File: config.mk
export PLATFORM = sky130hd
export DESIGN_NAME = bit_serial_adder
export DESIGN_NICKNAME = d
export VERILOG_FILES = /design/src/rtl/bit_serial_adder.sv
export SDC_FILE = /design/constraint.sdc
export NUM_CORES = 1
export LEC_CHECK = 0
export CORE_ASPECT_RATIO = 0.5
export CORE_UTILIZATION = 30
export DETAILED_ROUTE_END_ITERATION = 7
export PLACE_DENSITY = 0.51
export SETUP_SLACK_MARGIN = 0.3
export SYNTH_ARGS = -nofsm -noshare
export SYNTH_HDL_FRONTEND = slang
export SYNTH_SLANG_ARGS = --single-unit
File: constraint.sdc
create_clock -name clk -period 1.7 [get_ports clk]
set_input_delay 0.255 -clock clk [delete_from_list [all_inputs] [get_ports clk]]
set_output_delay 0.255 -clock clk [all_outputs]
set_load 0.1 [all_outputs]
File: src/rtl/bit_serial_adder.sv
// bit_serial_adder: LSB-first serial adder, one full_adder cell plus carry flop, valid/ready in and out.
// Optional signed-overflow output ovf is built only when ADD_OVF_EN is defined.
module full_adder (
   input  logic a,
   input  logic b,
   input  logic ci,
   output logic s,
   output logic co
);
   assign s  = a ^ b ^ ci;
   assign co = (a & b) | (ci & (a ^ b));
endmodule

module bit_serial_adder #(
   parameter int WIDTH = 8
) (
   input  logic             clk,
   input  logic             rst_n,
   input  logic             in_valid,
   output logic             in_ready,
   input  logic [WIDTH-1:0] a,
   input  logic [WIDTH-1:0] b,
   input  logic             cin,
   output logic             out_valid,
   input  logic             out_ready,
   output logic [WIDTH-1:0] sum,
   output logic             cout
`ifdef ADD_OVF_EN
   ,
   output logic             ovf
`endif
);
   localparam int CW = (WIDTH > 2) ? $clog2(WIDTH) : 1;
   localparam logic [CW-1:0] LAST = CW'(WIDTH - 1);
   typedef enum logic [1:0] {IDLE, SHIFT, DONE} state_t;
   state_t state;
   logic [WIDTH-1:0] a_sr, b_sr, sum_sr;
   logic [CW-1:0] cnt;
   logic carry, fa_s, fa_co;
   full_adder u_fa (.a(a_sr[0]), .b(b_sr[0]), .ci(carry), .s(fa_s), .co(fa_co));
   // sum/cout are separate output registers so they only move on entry to DONE
   always_ff @(posedge clk) begin
      if (!rst_n) begin
         state     <= IDLE;
         in_ready  <= 1'b1;
         out_valid <= 1'b0;
         sum       <= '0;
         cout      <= 1'b0;
         a_sr      <= '0;
         b_sr      <= '0;
         sum_sr    <= '0;
         carry     <= 1'b0;
         cnt       <= '0;
`ifdef ADD_OVF_EN
         ovf       <= 1'b0;
`endif
      end else begin
         case (state)
            IDLE: if (in_valid) begin
               a_sr     <= a;
               b_sr     <= b;
               carry    <= cin;
               cnt      <= '0;
               in_ready <= 1'b0;
               state    <= SHIFT;
            end
            SHIFT: begin
               sum_sr <= {fa_s, sum_sr[WIDTH-1:1]};
               carry  <= fa_co;
               a_sr   <= a_sr >> 1;
               b_sr   <= b_sr >> 1;
               cnt    <= cnt + 1'b1;
               if (cnt == LAST) begin
                  sum       <= {fa_s, sum_sr[WIDTH-1:1]};
                  cout      <= fa_co;
                  out_valid <= 1'b1;
                  state     <= DONE;
`ifdef ADD_OVF_EN
                  ovf       <= carry ^ fa_co;
`endif
               end
            end
            DONE: if (out_ready) begin
               out_valid <= 1'b0;
               in_ready  <= 1'b1;
               state     <= IDLE;
            end
            default: state <= IDLE;
         endcase
      end
   end
endmodule

==> qor.yml, run 1 <==
status:
  status: "finished, final reports clean"
clock_tree:
  hold_buffers: 0
  clk_pin_slew_ns: 0.06
  clk_latency_ns: 0.28
  cts_tree: "yes"
  htree_levels: 2
  cts.sinks: 40
  cts.path.max_buffers: 2
  cts-root-buf: "clkbuf_16"
  cts_buffers: 5
placed_design:
  place_hpwl_microns: 2307
  gp_congestion: 0.6960
  io_buffer_count: 31
worst_setup_path:
  timing.critical_path.slowest_stage_cell: "clkdlybuf4s50_1"
  path_class: "primary input to flip-flop"
  crit_chain: "clkdlybuf4s50_1 -> or3b_4 -> buf_12 -> o221ai_1 -> nor2_1"
  crit_fanout: 15
  cp-end-kind: "flip-flop"
  crit_path_max_incr_delay_ns: 0.48
  cp.required_ns: 1.87
  critPathLaunchType: "primary input"
  crit_arrival_ns: 1.52
sta:
  finalSetupViolCount: 0
  final_max_slew_viol_count: 0
  tns_ns: 0
  hold_viol: 0
  final.min_clock_period_ns: 1.351
  worst_pin_slew_ns: 0.3154
  rsz0062_at_grt: "true"
  hold_ws_ns: 0.4756
  timing.fmax_mhz: 740.3
  fin_crit_sh_pct: 79.46
  max_slew_margin_pct: 78.93
  finClkSkew_ns: 0.006447
global_route:
  grtUsageMet3_pct: 3.778
  use_met2_pct: 19.71
  track_usage_pct: 12.96
  grt.met1_usage_pct: 17.10
  grt_pass1_vias: 1349
  grt_pass1_wl_microns: 6065
  antenna_found_initial: 0
  grt_max_degree: 41
  grt_remaining_overflow: 0
  grt-busiest-layer: "met2"
synthesis:
  syn-cell-area_sq_um: 1702
  yosysUniqueCellTypes: 30
  yosysTopAreaCell: "dfxtp_1"
  post-synth-top-area-fraction_pct: 47.06
  synth-seq-cells: 40
  yosysWarnings: 0
  synth_nets: 205
  synthCells: 181
  yosys-top-cells-area: "dfxtp_1 47%, o221ai_2 8.8%, a21boi_0 7.5%"
  synth_seq_area_share_pct: 47.06
  syn_area_per_cell_sq_um: 9.401
die:
  start_util_pct: 32.85
  io_pins: 32
  rows: 18
  coreArea_sq_um: 5180
  die_y_microns: 55.26
  die_area_sq_um: 5996
  die_w_microns: 108.5
flow_run:
  cap_violations: 0
power:
  power.density_nw_per_um2: 967.9
  finalPower_mw: 2.341
  peakVddDrop_v: 0.0004833
  leakagePower_nw: 0.8684
drt:
  wl_per_cell_microns: 12.18
  detail-route-antenna-nets: 0
  via_per_inst: 4.677
  vias: 1333
  drt_iter0_drc: 40
  route.final.wire_length_microns: 3470
  drc: 0
  drtPass1Iterations: 4
layout:
  antenna_cells: 0
  finalNetCount: 238
  most-common-layout-cells: "38 x dfxtp_1, 31 x nor2_1, 25 x nand2_1"
  n_fill_cell: 503
  drive_gt1_share_pct: 21.86
  area_delta_synth_final_pct: 42.13
  final_common_cell: "dfxtp_1"
min_path:
  hold_class: "flip-flop to flip-flop"
[layout make-up]
class,instances,area [sq um],share of cell area (%)
Timing Repair Buffer,41,533.0,22.04
Clock buffer,6,128.9,5.329
Sequential cell,40,803.3,33.21
Clock inverter,2,35.03,1.449
Tap cell,70,87.58,3.621
Multi-Input combinational cell,126,830.8,34.35
[synthesized netlist by cell type, drive strengths merged]
cell / count
a22oi: 4
nor2: 31
ha: 2
a21boi: 17
o21bai: 1
nand2b: 3
buf: 10
o221ai: 15
o21ai: 1
and3: 1
o21ba: 1
nor3b: 1
o2bb2ai: 1
nor2b: 5
mux2i: 1
a21oi: 2
and2: 2
clkbuf: 5
fa: 1
nand3: 9
and2b: 1
nand3b: 1
dfxtp: 40
nand2: 25
or3b: 1
[final timing paths]
path / startpoint / endpoint / slack (ns) / cells after the start
max: in_valid / b_sr[3] / 0.35 / 5
min: sum_sr[1] / sum_sr[1] / 0.48 / 2
max reg2reg: cnt[0] / out_valid / 0.36 / 6
min reg2reg: sum_sr[1] / sum_sr[1] / 0.48 / 2
[cells by family (layout without fill, tap and decap cells)]
family | Yosys count | in the layout | synth area share (%)
simple gates | 80 | 80 | 20.88
compound gates | 42 | 42 | 23.09
flops | 40 | 40 | 47.06
buf+inv | 15 | 49 | 5.735
fa+ha+maj | 3 | 3 | 2.647
mux | 1 | 1 | 0.5883
[power by group]
group	leakage, nW	switching (mW)	internal [mW]
Sequential	0.328	0.0383	0.985
Clock	0.0808	0.359	0.690
Combinational	0.459	0.128	0.141
[metal layers]
layer	up-vias	part of all wire, %
li1	695	-
met1	614	51
met2	22	44
met3	2	3.4
met4	0	0.52
met5	-	0
[timing repair]
action                                  4_1_cts  5_1_grt
gates resized for setup                       2        6
endpoints found under the setup margin       10       22
buffers inserted                              0        2
gates cloned                                  0        0
[critical path, delay by kind of cell]
family | cells | cell delay (ns)
buf+inv | 2 | 0.65
compound gates | 1 | 0.17
simple gates | 2 | 0.45
[flip-flops by register name, summed over array words and instances (netlist names), 2 cells and up]
signal and cells:
b_sr 8, sum_sr 7, a_sr 8, sum 8, state 2, cnt 3
[stage by stage]
stage               cells  worst slack [ns]  instance area (sq um)  util (%)
CTS                   283            0.3016                   2377     45.89
global placement      275           0.04774                   2210     42.66
global route          285            0.2961                   2419     46.69
floorplan             181            0.3374                   1702         -
finish                285            0.3492                   2419     46.69
detailed placement    275           0.02368                   2210     42.66
No activity file was read; power rests on OpenSTA's default activity.
==> run 2, diff against run 1 <==
PLACE_DENSITY = 0.53   (was 0.51)
clock period = 1.2 ns   (was 1.7 ns; I/O delays follow)
==> qor.yml, run 2 (same netlist as run 1, synthesis figures left out) <==
global_route:
  track_usage_pct: 14.49  # +1.5 points
  grt_remaining_overflow: 0  # unchanged
  grt_max_degree: 26  # -37%
  grt_pass1_vias: 1370  # +1.6%
  antenna_found_initial: 0  # unchanged
  grt_pass1_wl_microns: 6610  # +9.0%
die:
  die_w_microns: 108.5  # unchanged
  start_util_pct: 32.85  # unchanged
  die_area_sq_um: 5996  # unchanged
  io_pins: 32  # unchanged
  rows: 18  # unchanged
  die_y_microns: 55.26  # unchanged
  coreArea_sq_um: 5180  # unchanged
min_path:
  hold_class: "flip-flop to flip-flop"
  hold_start: "sum_sr[1]"
  holdPathEnd: "sum_sr[1]"
  whs_path_depth: 2  # unchanged
layout:
  antenna_cells: 0  # unchanged
  finalNetCount: 262  # +10%
  final_common_cell: "nor2_1"
  drive_gt1_share_pct: 48.95  # +27 points
  final_cell_area_sq_um: 2969  # +23%
  top_regs: "a_sr: 8 flops, b_sr: 8 flops, sum: 8 flops"
  area_delta_synth_final_pct: 74.49
  most-common-layout-cells: "31 x nor2_1, 24 x dfxtp_1, 19 x clkdlybuf4s50_1"
worst_setup_path:
  reg2reg_setup_slack_ns: -0.05  # -0.41 ns
  reg2reg_from: "state[1]"
  critPathLaunchType: "flip-flop"
  crit_arrival_ns: 1.42  # -0.10 ns
  timing.rr.end: "b_sr[4]"
  cp-end-kind: "flip-flop"
  cp.required_ns: 1.38  # -0.49 ns
  rr_worst_depth: 4  # -2
  path_class: "flip-flop to flip-flop"
  crit_fanout: 8  # -7
placed_design:
  io_buffer_count: 31  # unchanged
  place_hpwl_microns: 2378  # +3.1%
  placed_cell_area_sq_um: 2344  # +6.1%
  gp_congestion: 0.6679  # -4.0%
power:
  power.density_nw_per_um2: 1196  # +24%
  peakVddDrop_v: 0.0005773  # +19%
  leakagePower_nw: 1.119  # +29%
clock_tree:
  cts_tree: "yes"
  cts_buffers: 5  # unchanged
  hold_buffers: 0  # unchanged
  cts.sinks: 40  # unchanged
  htree_levels: 2  # unchanged
  clk_pin_slew_ns: 0.06  # about the same
  cts-root-buf: "clkbuf_16"
  clk_latency_ns: 0.28  # about the same
  cts.path.max_buffers: 2  # unchanged
sta:
  final_max_slew_viol_count: 0  # unchanged
  fin_crit_sh_pct: 103.9
  finClkSkew_ns: 0.004181  # -0.002266 ns
  hold_viol: 0  # unchanged
  layout_setup_ws_ns: -0.04654  # -0.3957 ns
  tns_ns: -0.4737  # -0.4737 ns
  worst_pin_slew_ns: 0.2254  # -0.08996 ns
  max_slew_margin_pct: 84.91  # +6.0 points
  timing.fmax_mhz: 802.2
  finalSetupViolCount: 16  # +16
  final.min_clock_period_ns: 1.247
  rsz0062_at_grt: "true"
drt:
  vias: 1476  # +11%
  via_per_inst: 4.777  # +2.1%
  drtPass1Iterations: 4  # unchanged
  drt_iter0_drc: 36  # -10%
  wl_per_cell_microns: 13.29  # +9.2%
  drc: 0  # unchanged
  detail-route-antenna-nets: 0  # unchanged
  route.final.wire_length_microns: 4107  # +18%
status:
  violations: "negative setup slack"
  status: "complete, but fails checks"
flow_run:
  cap_violations: 0  # unchanged
==> run 2: cell count changes in the layout (fill, tap and decap cells not counted), sizes merged <==
cell	delta
clkdlybuf4s50	-1
clkbuf	+3
clkinv	-1
buf	+21
bufbuf	+2
dlygate4sd2	+1
bufinv	-1
==> run 2: final cells by class <==
cell class                 instances  area [sq um]
clock buffer                       8         177.7
timing repair buffer              65         845.8
multi-input combinational        126          1027
sequential                        40         830.8
tap                               70         87.58
fill                             443          2211
==> run 2: worst max path at each step <==
stage | cells after the start | end | from
2_1_floorplan | 6 | a_sr[0] | state[1]
3_3_place_gp | 5 | b_sr[3] | in_valid
3_5_place_dp | 5 | b_sr[2] | in_valid
4_1_cts | 4 | b_sr[2] | state[0]
5_1_grt | 4 | b_sr[4] | state[1]
6_report | 4 | b_sr[4] | state[1]
==> run 2: through the flow <==
step                setup WS, ns  utilization, %  hold WS [ns]  power [mW]  std cells
global placement         -0.3691           45.24        0.4515       1.870        283
detailed placement       -0.3782           45.24        0.4593       1.878        283
finish                  -0.04654           57.32        0.4600       3.550        309
global route             -0.1086           57.32        0.4797       3.704        309
floorplan                -0.1005               -        0.3501       1.720        181
CTS                     -0.03871           53.00        0.4689       3.507        299
==> run 2: where the power goes <==
group          internal (mW)  switching, mW  leakage (nW)  total, mW
sequential              1.39         0.0576         0.335       1.45
combinational          0.328          0.246         0.696      0.574
clock                   1.01          0.518        0.0883       1.53
total                   2.73          0.822          1.12       3.55
==> run 2: repair_timing <==
item	4_1_cts	5_1_grt
buffers inserted	5	7
pin swaps	3	20
setup endpoints to repair	51	51
resized for setup	26	34
gates cloned	3	3
==> run 2: metal layers <==
| metal | wire, microns | part of all wire, % | up-vias | track usage, % |
|---|---|---|---|---|
| met5 | 0 | 0 | - | 0 |
| met3 | 163 | 4.0 | 5 | 4.486 |
| met1 | 2033 | 50 | 700 | 19.68 |
| met2 | 1870 | 46 | 25 | 21.52 |
| li1 | - | - | 746 | - |
| met4 | 39 | 0.95 | 0 | 5.212 |
==> run 2: worst max-delay path, stage by stage (launching register included) <==
cell and delay [ns]:
dfxtp_2 0.33, or3b_4 0.45, buf_12 0.17, o221ai_2 0.13
nor2_1 0.06
==> run 3, diff against run 2 <==
PLACE_DENSITY = 0.51   (was 0.53)
SYNTH_HIERARCHICAL = 1   (was default)
clock period = 1.6 ns   (was 1.2 ns; I/O delays follow)
==> qor.yml, run 3 <==
status:
  status: "finished, final reports clean"
synthesis:
  yosysTopAreaCell: "dfxtp_1"
  synth_simple_gate_area_share_pct: 19.42  # -1.5 points
  yosysWarnings: 6  # +6
  synthMuxAreaShare_pct: 8.759  # +8.2 points
  yosysUniqueCellTypes: 28  # -6.7%
  yosys-top-cells-area: "dfxtp_1 47%, mux2i_1 8.8%, nand2_1 6.8%"
  synth_seq_area_share_pct: 46.72  # -0.34 points
  synth_top_family_by_area: "simple AND/OR/NAND/NOR gates"
  synth_nets: 212  # +3.4%
  synthCells: 188  # +3.9%
  synth.most_common_cell: "dfxtp_1"
  async_flop_share_pct: 0  # unchanged
  synth_xor_area_share_pct: 0  # unchanged
  synth_compound_gate_area_share_pct: 17.66  # -5.4 points
  post-synth-top-area-fraction_pct: 46.72  # -0.34 points
  synthAdderAreaFrac_pct: 2.628  # -0.019 points
  synthFlopType: "dfxtp_1"
  ys_top_cells_by_count: "40 x dfxtp_1, 31 x nand2_1, 20 x nand3_1"
  syn_area_per_cell_sq_um: 9.118  # -3.0%
  synth-seq-cells: 40  # unchanged
  synth_edf_count: 0  # unchanged
  syn-cell-area_sq_um: 1714  # +0.74%
drt:
  drc: 0  # unchanged
  detail-route-antenna-nets: 0  # unchanged
  wl_per_cell_microns: 12.50  # -5.9%
  vias: 1425  # -3.5%
  drt_iter0_drc: 55  # +53%
  via_per_inst: 4.847  # +1.5%
  drtPass1Iterations: 4  # unchanged
  route.final.wire_length_microns: 3676  # -10%
die:
  coreArea_sq_um: 5492  # +6.0%
  io_pins: 32  # unchanged
  die_area_sq_um: 6039  # +0.71%
  die_w_microns: 108.9  # +0.36%
  die_y_microns: 55.45  # +0.35%
  start_util_pct: 31.21  # -1.6 points
  rows: 19  # +1
layout:
  fin_cells: 294  # -4.9%
  finalNetCount: 244  # -6.9%
  drive_gt1_share_pct: 17.65  # -31 points
  n_fill_cell: 548  # +24%
  regArea_sq_um: 803.3  # -3.3%
  top_regs: "a_sr: 8 flops, b_sr: 8 flops, sum: 8 flops"
  most-common-layout-cells: "38 x dfxtp_1, 31 x nand2_1, 20 x nand3_1, 20 x clkdlybuf4s50_1"
  multiInputGateArea_sq_um: 868.3  # -15%
  area_delta_synth_final_pct: 39.56
  final_common_cell: "dfxtp_1"
  antenna_cells: 0  # unchanged
sta:
  hold_viol: 0  # unchanged
  final_max_slew_viol_count: 0  # unchanged
  timing.fmax_mhz: 821.3
  finalSetupViolCount: 0  # -16
  worst_pin_slew_ns: 0.3157  # +0.09029 ns
  tns_ns: 0  # +0.4737 ns
  finClkSkew_ns: 0.002934  # -0.001247 ns
  final.min_clock_period_ns: 1.218
  max_slew_margin_pct: 78.88  # -6.0 points
  fin_crit_sh_pct: 76.10
  rsz0062_at_grt: "false"
global_route:
  track_usage_pct: 13.92  # -0.56 points
  grt_pass1_wl_microns: 6444  # -2.5%
  grt_remaining_overflow: 0  # unchanged
  antenna_found_initial: 0  # unchanged
  grt_pass1_vias: 1394  # +1.8%
  grt_max_degree: 30  # +15%
clock_tree:
  cts_tree: "yes"
  htree_levels: 2  # unchanged
  hold_buffers: 0  # unchanged
  cts.path.max_buffers: 2  # unchanged
  cts_buffers: 5  # unchanged
  cts-root-buf: "clkbuf_16"
  cts.sinks: 40  # unchanged
  clk_latency_ns: 0.28  # about the same
  clk_pin_slew_ns: 0.06  # about the same
power:
  leakagePower_nw: 0.9272  # -17%
  power.density_nw_per_um2: 975.5  # -18%
  peakVddDrop_v: 0.0004604  # -20%
placed_design:
  place_hpwl_microns: 2507  # +5.4%
  gp_congestion: 0.6932  # +3.8%
  dp_cells: 285  # +0.71%
  io_buffer_count: 31  # unchanged
worst_setup_path:
  critPathLaunchType: "primary input"
  cp-end-kind: "flip-flop"
  crit_fanout: 15  # +7
  path_class: "primary input to flip-flop"
  crit_arrival_ns: 1.38  # -0.04 ns
  cp.required_ns: 1.76  # +0.38 ns
min_path:
  hold_class: "flip-flop to flip-flop"
flow_run:
  cap_violations: 0  # unchanged
run 3: logic make-up after synthesis:
logic type	Yosys count
buffers and inverters	15
flip-flops	40
AND/OR/NAND/NOR	67
multiplexers	15
AO/OA/AOI/OAI	48
adder cells (fa/ha/maj)	3
run 3: where the power goes:
| part | switching (mW) | leakage [nW] | internal (mW) |
|---|---|---|---|
| Clock | 0.384 | 0.0766 | 0.614 |
| Sequential | 0.0341 | 0.327 | 1.04 |
| Combinational | 0.131 | 0.524 | 0.129 |
run 3: cell type report:
class,instances,area share [%]
multi-input cells,134,36.30
flip-flops and latches,40,33.58
repair buffers,39,20.08
clock buffers,6,5.805
well taps,73,3.818
clock inverters,2,0.4184
run 3: routing by layer:
layer  up-vias  share of wire [%]  GRT usage (%)
li1        730                  -              -
met1       660                 50          18.46
met2        31                 45          20.40
met3         4                3.8          4.368
met4         0                1.2          6.757
met5         -                  0              0
run 3: repair_timing:
item | CTS | global route
hold endpoints to repair | 0 | 0
endpoints found under the setup margin | 10 | 33
setup buffers | 0 | 0
resized for setup | 2 | 6
cloned | 1 | 0
run 3: worst paths after layout:
kind	start	endpoint	slack (ns)	depth (start not counted)
setup reg to reg	cnt[0]	state[1]	0.39	5
setup / recovery	in_valid	b_sr[2]	0.38	4
hold reg to reg	sum_sr[1]	sum[0]	0.46	2
hold / removal	sum_sr[1]	sum[0]	0.46	2
run 3: through the flow:
| step | utilization [%] | setup slack, ns | instance area (sq um) | hold WS [ns] | power, mW |
|---|---|---|---|---|---|
| floorplan | - | 0.3048 | 1714 | 0.3884 | 1.255 |
| global placement | 40.12 | 0.1120 | 2203 | 0.4498 | 1.353 |
| detailed placement | 40.12 | 0.07570 | 2203 | 0.4576 | 1.356 |
| CTS | 43.06 | 0.2967 | 2365 | 0.4657 | 2.364 |
| global route | 43.56 | 0.3197 | 2392 | 0.4929 | 2.440 |
| finish | 43.56 | 0.3824 | 2392 | 0.4642 | 2.334 |
run 3: worst max-delay path: stages:
cell and delay [ns]:
clkdlybuf4s50_1 0.49, nor2_4 0.26, or2_4 0.27, o21ai_0 0.11
